## config.mk

```make
export PLATFORM = sky130hd
export DESIGN_NAME = sfx_sequencer_flat
export DESIGN_NICKNAME = d
export VERILOG_FILES = /design/src/rtl/sfx_pkg.sv /design/src/rtl/sfx_if.sv /design/src/rtl/sfx_tone_gen.sv /design/src/rtl/sfx_sequencer.sv /design/src/flat_wrapper.sv
export SDC_FILE = /design/constraint.sdc
export NUM_CORES = 1
export LEC_CHECK = 0
export ABC_AREA = 0
export BUFFER_PORTS_ARGS = -buffer_cell sky130_fd_sc_hd__buf_2
export CAP_MARGIN = 25
export CORE_MARGIN = 4
export CORE_UTILIZATION = 33
export DETAILED_ROUTE_END_ITERATION = 12
export HOLD_SLACK_MARGIN = 0.02
export PLACE_DENSITY = 0.5
export SLEW_MARGIN = 20
export SYNTH_ARGS = -nofsm -noshare
export SYNTH_HDL_FRONTEND = slang
export SYNTH_HIERARCHICAL = 1
export SYNTH_SLANG_ARGS = --single-unit
```

## constraint.sdc

```tcl
create_clock -name clk -period 3.7 [get_ports clk]
set_input_delay 0.555 -clock clk [delete_from_list [all_inputs] [get_ports clk]]
set_output_delay 0.555 -clock clk [all_outputs]
set_load 0.01 [all_outputs]
```

## src/rtl/sfx_pkg.sv

```systemverilog
// sfx_pkg: note table, effect ROM and divider helpers shared by the sound-effect sequencer.
package sfx_pkg;
    typedef enum logic [2:0] {N_REST, N_C4, N_C5, N_E5, N_G5, N_C6} note_e;
    typedef enum logic [1:0] {S_IDLE, S_LOAD, S_PLAY, S_FINISH} state_e;
    typedef struct packed {
        note_e      note;
        logic [3:0] units;
    } step_t;
    localparam int F_C4 = 262;
    localparam int F_C5 = 523;
    localparam int F_E5 = 659;
    localparam int F_G5 = 784;
    localparam int F_C6 = 1047;
    function automatic int note_hz(logic [2:0] n);
        return n == N_C4 ? F_C4 : n == N_C5 ? F_C5 : n == N_E5 ? F_E5 :
               n == N_G5 ? F_G5 : n == N_C6 ? F_C6 : 0;
    endfunction
    function automatic logic [17:0] half_cyc(int clk_hz, logic [2:0] n);
        int f;
        f = note_hz(n);
        return f == 0 ? 18'd0 : 18'(clk_hz / (2 * f));
    endfunction
    function automatic int unit_cyc(int clk_hz, int unit_ms);
        return clk_hz / 1000 * unit_ms;
    endfunction
    // a step with zero units ends the effect
    function automatic step_t sfx_step(logic [2:0] code, logic [1:0] idx);
        step_t s;
        s = '{N_REST, 4'd0};
        case ({code, idx})
            5'b001_00: s = '{N_C5, 4'd1};
            5'b010_00: s = '{N_E5, 4'd1};
            5'b010_01: s = '{N_G5, 4'd1};
            5'b011_00: s = '{N_G5, 4'd1};
            5'b011_01: s = '{N_C5, 4'd2};
            5'b100_00: s = '{N_C4, 4'd3};
            5'b101_00: s = '{N_C6, 4'd1};
            5'b101_01: s = '{N_REST, 4'd1};
            5'b101_10: s = '{N_C6, 4'd1};
            5'b110_00: s = '{N_C5, 4'd2};
            5'b110_01: s = '{N_E5, 4'd2};
            5'b110_10: s = '{N_G5, 4'd2};
            5'b110_11: s = '{N_C6, 4'd4};
            5'b111_00: s = '{N_G5, 4'd2};
            5'b111_01: s = '{N_E5, 4'd2};
            5'b111_10: s = '{N_C5, 4'd4};
            default:   s = '{N_REST, 4'd0};
        endcase
        return s;
    endfunction
endpackage

```

## src/rtl/sfx_if.sv

```systemverilog
// sfx_if: trigger and audio status bundle between game logic (master) and sequencer (slave).
interface sfx_if;
    logic [2:0] sound_code;
    logic       play_sound;
    logic       pwm;
    logic       busy;
    logic       done;
    modport master (output sound_code, play_sound, input pwm, busy, done);
    modport slave (input sound_code, play_sound, output pwm, busy, done);
endinterface

```

## src/rtl/sfx_tone_gen.sv

```systemverilog
// sfx_tone_gen: free-running half-period square-wave divider, restarted high (or muted) by load.
module sfx_tone_gen (
    input  logic        clk,
    input  logic        rst,
    input  logic        load,
    input  logic [17:0] half,
    input  logic        mute,
    output logic        sq
);
    logic [17:0] cnt_q, cnt_d, half_q, half_d;
    logic        sq_q, sq_d, mute_q, mute_d;
    logic        wrap;
    always_comb begin
        wrap   = cnt_q == half_q - 18'd1;
        half_d = load ? half : half_q;
        mute_d = load ? mute : mute_q;
        cnt_d  = (load || wrap) ? '0 : cnt_q + 18'd1;
        sq_d   = load ? !mute : (wrap && !mute_q) ? !sq_q : sq_q;
    end
    always_ff @(posedge clk or posedge rst) begin
        if (rst) begin
            cnt_q  <= '0;
            half_q <= '0;
            mute_q <= 1'b0;
            sq_q   <= 1'b0;
        end else begin
            cnt_q  <= cnt_d;
            half_q <= half_d;
            mute_q <= mute_d;
            sq_q   <= sq_d;
        end
    end
    assign sq = sq_q;
endmodule

```

## src/rtl/sfx_sequencer.sv

```systemverilog
// sfx_sequencer: plays a fixed note sequence per sound code as a square wave on pwm.
import sfx_pkg::*;
module sfx_sequencer #(
    parameter int CLK_HZ  = 100_000_000,
    parameter int UNIT_MS = 50
) (
    input logic clk,
    input logic rst,
    sfx_if.slave bus
);
    localparam int UNIT = unit_cyc(CLK_HZ, UNIT_MS);
    localparam int DW   = $clog2(15 * UNIT);
    state_e        state_q, state_d;
    logic [2:0]    step_q, step_d, code_q, code_d;
    logic [DW-1:0] dur_q, dur_d;
    logic [17:0]   half_tab [8];
    step_t         cur;
    logic          fin, tone_load, sq;
    for (genvar g = 0; g < 8; g++) begin : g_half
        assign half_tab[g] = half_cyc(CLK_HZ, 3'(g));
    end
    assign cur = sfx_step(code_q, step_q[1:0]);
    assign fin = step_q[2] || cur.units == 4'd0;
    always_ff @(posedge clk or posedge rst) begin
        if (rst) begin
            state_q <= S_IDLE;
            step_q  <= '0;
            code_q  <= '0;
            dur_q   <= '0;
        end else begin
            state_q <= state_d;
            step_q  <= step_d;
            code_q  <= code_d;
            dur_q   <= dur_d;
        end
    end
    // a trigger preempts any state, including the FINISH cycle
    always_comb begin
        state_d = state_q;
        step_d  = step_q;
        code_d  = code_q;
        dur_d   = dur_q;
        if (bus.play_sound) begin
            code_d  = bus.sound_code;
            step_d  = '0;
            state_d = bus.sound_code == 3'd0 ? S_IDLE : S_LOAD;
        end else if (state_q == S_LOAD) begin
            state_d = fin ? S_FINISH : S_PLAY;
            dur_d   = DW'(int'(cur.units) * UNIT - 1);
        end else if (state_q == S_PLAY) begin
            dur_d = dur_q - DW'(1);
            if (dur_q == '0) begin
                state_d = S_LOAD;
                step_d  = step_q + 3'd1;
            end
        end else if (state_q == S_FINISH) begin
            state_d = S_IDLE;
        end
    end
    always_comb begin
        tone_load = state_q == S_LOAD;
        bus.busy  = state_q == S_LOAD || state_q == S_PLAY;
        bus.done  = state_q == S_FINISH && !bus.play_sound;
        bus.pwm   = state_q == S_PLAY && sq;
    end
    sfx_tone_gen u_tone (
        .clk  (clk),
        .rst  (rst),
        .load (tone_load),
        .half (half_tab[cur.note]),
        .mute (cur.note == N_REST),
        .sq   (sq)
    );
endmodule
```

## src/flat_wrapper.sv

```systemverilog
// flat-port wrapper written by rule: the top's interface ports become plain ports
module sfx_sequencer_flat 
#(
    parameter int CLK_HZ  = 100_000_000,
    parameter int UNIT_MS = 50
)
  (clk, rst, bus_sound_code, bus_play_sound, bus_pwm, bus_busy, bus_done);
  sfx_if bus_i ();
  input logic clk;
  input logic rst;
  input wire logic [$bits(bus_i.sound_code)-1:0] bus_sound_code;
  input wire logic [$bits(bus_i.play_sound)-1:0] bus_play_sound;
  output wire logic [$bits(bus_i.pwm)-1:0] bus_pwm;
  output wire logic [$bits(bus_i.busy)-1:0] bus_busy;
  output wire logic [$bits(bus_i.done)-1:0] bus_done;
  assign bus_i.sound_code = bus_sound_code;
  assign bus_i.play_sound = bus_play_sound;
  assign bus_pwm = bus_i.pwm;
  assign bus_busy = bus_i.busy;
  assign bus_done = bus_i.done;
  sfx_sequencer #(.CLK_HZ(CLK_HZ), .UNIT_MS(UNIT_MS)) u_core (.clk(clk), .rst(rst), .bus(bus_i));
endmodule
```

==> run summary <==
status = complete, but fails checks
violated checks = setup timing
ys async rst share = 1.00
Seq cells post-synth = 73
clock sinks = 73
post-layout min period = 3720 ps
Std-Cell Core Area = 0.0166 mm2
initial core utilization = 0.336
Top cell by count, worst path = ha_4
worst min path class = in -> async
final setup fails = 1
Hold Vio Cnt, Final = 0
Area Growth Syn to Fin = 20.9%
WL met1 = 6430 um
met2 routed WL = 6960 um
Tcrit/Tclk final = 1.01
vias post-DR = 4881
Yosys top cell area share = 0.328
routed vias/inst = 5.29
Mean Syn Cell Area = 8.51 um2
critical path class = reg -> reg
final WL = 14000 um
Post-synth EDFFs = 0
FP Rows = 47
TritonCTS Buffers = 9
setup TNS = -23.4 ps
DP HPWL = 10600 um
die width = 138 um
VDD IR-drop max = 0.250 mV
largest family of logic cells by synthesized area = simple AND/OR/NAND/NOR gates
clock slew at reported path FFs = 60 ps
slowest stage delay, CP = 420 ps
DR top layer = met4
RSZ-0062 raised after global routing = true
critical path peak fanout = 4
Filler cells = 1721
Max-Cap Viols = 0
synth unique cells = 76
RePlAce Congestion = 0.852
Root Buffer = clkbuf_16
port bufs = 8
PwrDens = 557 mW/mm2
CP max stage cell = dfrtp_1
vias in the first global route = 4669
die area = 0.0190 mm2
gr ovfl total = 0
first-pass GRT wire length = 23200 um
clock skew = 6.98 ps
ant diodes = 0
Mapped Nets = 688
sequential area share after synthesis = 0.328
H-tree levels = 3
slew at the pin with the worst max-slew slack = 873 ps
Most used DFF post-synth = dfrtp_1
Max Root-Sink Buffers = 2
drt wl/cell = 15.2 um
worst-path cell chain = inv_2, ha_4, nand2b_4, a211o_1, nand2_4, inv_6, ha_4, ha_4, or2_4, ha_4, a31o_4, a21oi_4, nor2_2, or3b_4, o41ai_4, nand3_1, xnor2_1, o21ai_1
Reg2Reg Depth = 18
pin count of the biggest net entering global routing = 44
die extent in y = 138 um
antenna violations before repair = 0
CP startpoint kind = register
synthesized area = 0.00557 mm2
pre-CTS setup slack = -113 ps
CTS tree = yes
Synth Area in Adders = 0.0643
Final #Nets = 732
met3 WL = 361 um
post-synthesis compound-gate area fraction = 0.171
First-pass DRT Iterations = 5
post-synthesis mux area share = 0.0481
PnR worst setup slack = -23.4 ps
f_max = 0.269 GHz
simple-gate area share of the yosys netlist = 0.262
ANT nets after route = 0
# IOs = 9
post-synthesis xor/xnor area fraction = 0.0863
Slew Limit Fails = 0
top cells by area, synth = dfrtp_1 33%, ha_1 6.1%, nor2_1 5.2%
number of remaining DRC errors = 0
Leak = 2.74 nW
Arr. time, crit path = 3950 ps
cell accounting for the most synthesized area = dfrtp_1
relative slew slack = 0.416
Mapped Cells = 654
yosys warns = 6
share of layout cells above drive strength 1 = 0.225
Req. time, crit path = 3930 ps
Clock Latency Late Sink = 340 ps
DR iter-0 viols = 220
CP endpoint kind = register
GR Util All Layers = 0.154
[path summary, 6_finish.rpt]
kind | start | end | slack, ps
min in group clk | bus_sound_code[2] | u_core/code_q[2]$_DFFE_PP0P_ | 450
min | rst | u_core/dur_q[22]$_DFFE_PP0P_ | 170
max in group asynchronous | rst | u_core/u_tone/sq$_DFFE_PP0P_ | 3010
min reg2reg | u_core/dur_q[13]$_DFFE_PP0P_ | u_core/dur_q[13]$_DFFE_PP0P_ | 490
max | u_core/step_q[0]$_DFFE_PP0P_ | u_core/dur_q[22]$_DFFE_PP0P_ | -20
max reg2reg | u_core/step_q[0]$_DFFE_PP0P_ | u_core/dur_q[22]$_DFFE_PP0P_ | -20
[kinds of logic after synthesis]
kind of cell	after synthesis
fa+ha+maj	28
compound gates	153
xor+xnor	54
mux	24
buf+inv	55
simple gates	267
flops	73
[cells in the mapped netlist (4+ instances only)]
library cell	number
nor2_1	77
dfrtp_1	73
o21ai_0	53
nand2_1	50
a21oi_1	39
xnor2_1	32
ha_1	27
nor3_1	26
inv_1	24
clkbuf_1	21
xor2_1	21
nand3_1	20
mux2_2	18
nand2b_1	11
nand4_1	11
a31oi_1	9
and2_1	8
nor4_1	8
a211oi_1	6
and3_1	6
nor2b_1	6
a22oi_1	5
a31o_2	5
mux2i_1	5
nand3b_1	5
nand4b_1	5
buf_2	4
nor3_2	4
o211ai_1	4
o21ai_1	4
or2_2	4
[layer usage]
layer,global-route usage,vias up
li1,-,2422
met1,0.201,2366
met2,0.260,73
met3,0.0232,20
met4,0.0505,0
met5,0,-
[state kept, by name, indices dropped and copies added, names as in the netlist]
signal and count:
u_core/code_q 3, u_core/u_tone/mute_q 1, u_core/u_tone/cnt_q 18, u_core/u_tone/half_q 18
u_core/state_q 2, u_core/step_q 3, u_core/u_tone/sq 1, u_core/dur_q 27
[worst max-delay path, delay by kind of cell, from the launching register on]
family | cells | cell delay [ps]
xor+xnor | 1 | 150
simple gates | 6 | 1030
fa+ha+maj | 4 | 730
compound gates | 5 | 1100
flops | 1 | 420
buf+inv | 2 | 150
[report_power, final]
part	total, mW	switching, mW	internal (mW)
combinational	1.50	0.827	0.671
sequential	1.36	0.324	1.03
clock	0.892	0.364	0.528
[through the flow]
stage | instance area (um2) | power [mW] | instances | hold slack, ps | util
2_1_floorplan | 5700 | 2.44 | 654 | 450 | -
3_3_place_gp | 6270 | 2.79 | 903 | 474 | 0.378
3_5_place_dp | 6270 | 2.85 | 903 | 483 | 0.378
4_1_cts | 6580 | 3.76 | 920 | 359 | 0.397
5_1_grt | 6730 | 4.03 | 923 | 179 | 0.406
6_report | 6730 | 3.75 | 923 | 167 | 0.406
[final cells by class]
type	count	area, um2	share of cell area
multi-input combinational	526	3760	0.558
sequential	73	1830	0.272
timing repair buffer	62	464	0.0690
tap	220	275	0.0409
clock buffer	9	225	0.0335
inverter	26	103	0.0152
clock inverter	7	77.6	0.0115
[what timing repair did]
action | CTS | global route
buffers inserted | 1 | 2
hold buffers | 0 | 0
pin swaps | 5 | 11
endpoints found under the hold margin | 0 | 0
endpoints found under the setup margin | 2 | 13
gates resized for setup | 0 | 23
[cell usage in the layout (no fill, tap or decap), types with 8 or more instances in the layout]
cell and instances:
a21oi_1 35, and2_1 8, dfrtp_1 72, nand4_1 11, buf_4 50, inv_1 22
xor2_1 20, buf_2 8, clkbuf_16 9, mux2_2 18, o21ai_0 51, nand2b_1 10
nand3_1 18, nor3_1 24, nand2_1 50, a31oi_1 9, xnor2_1 31, ha_1 19
nor4_1 8, nor2_1 75
Note: power is estimated with default switching activity, not from simulation.
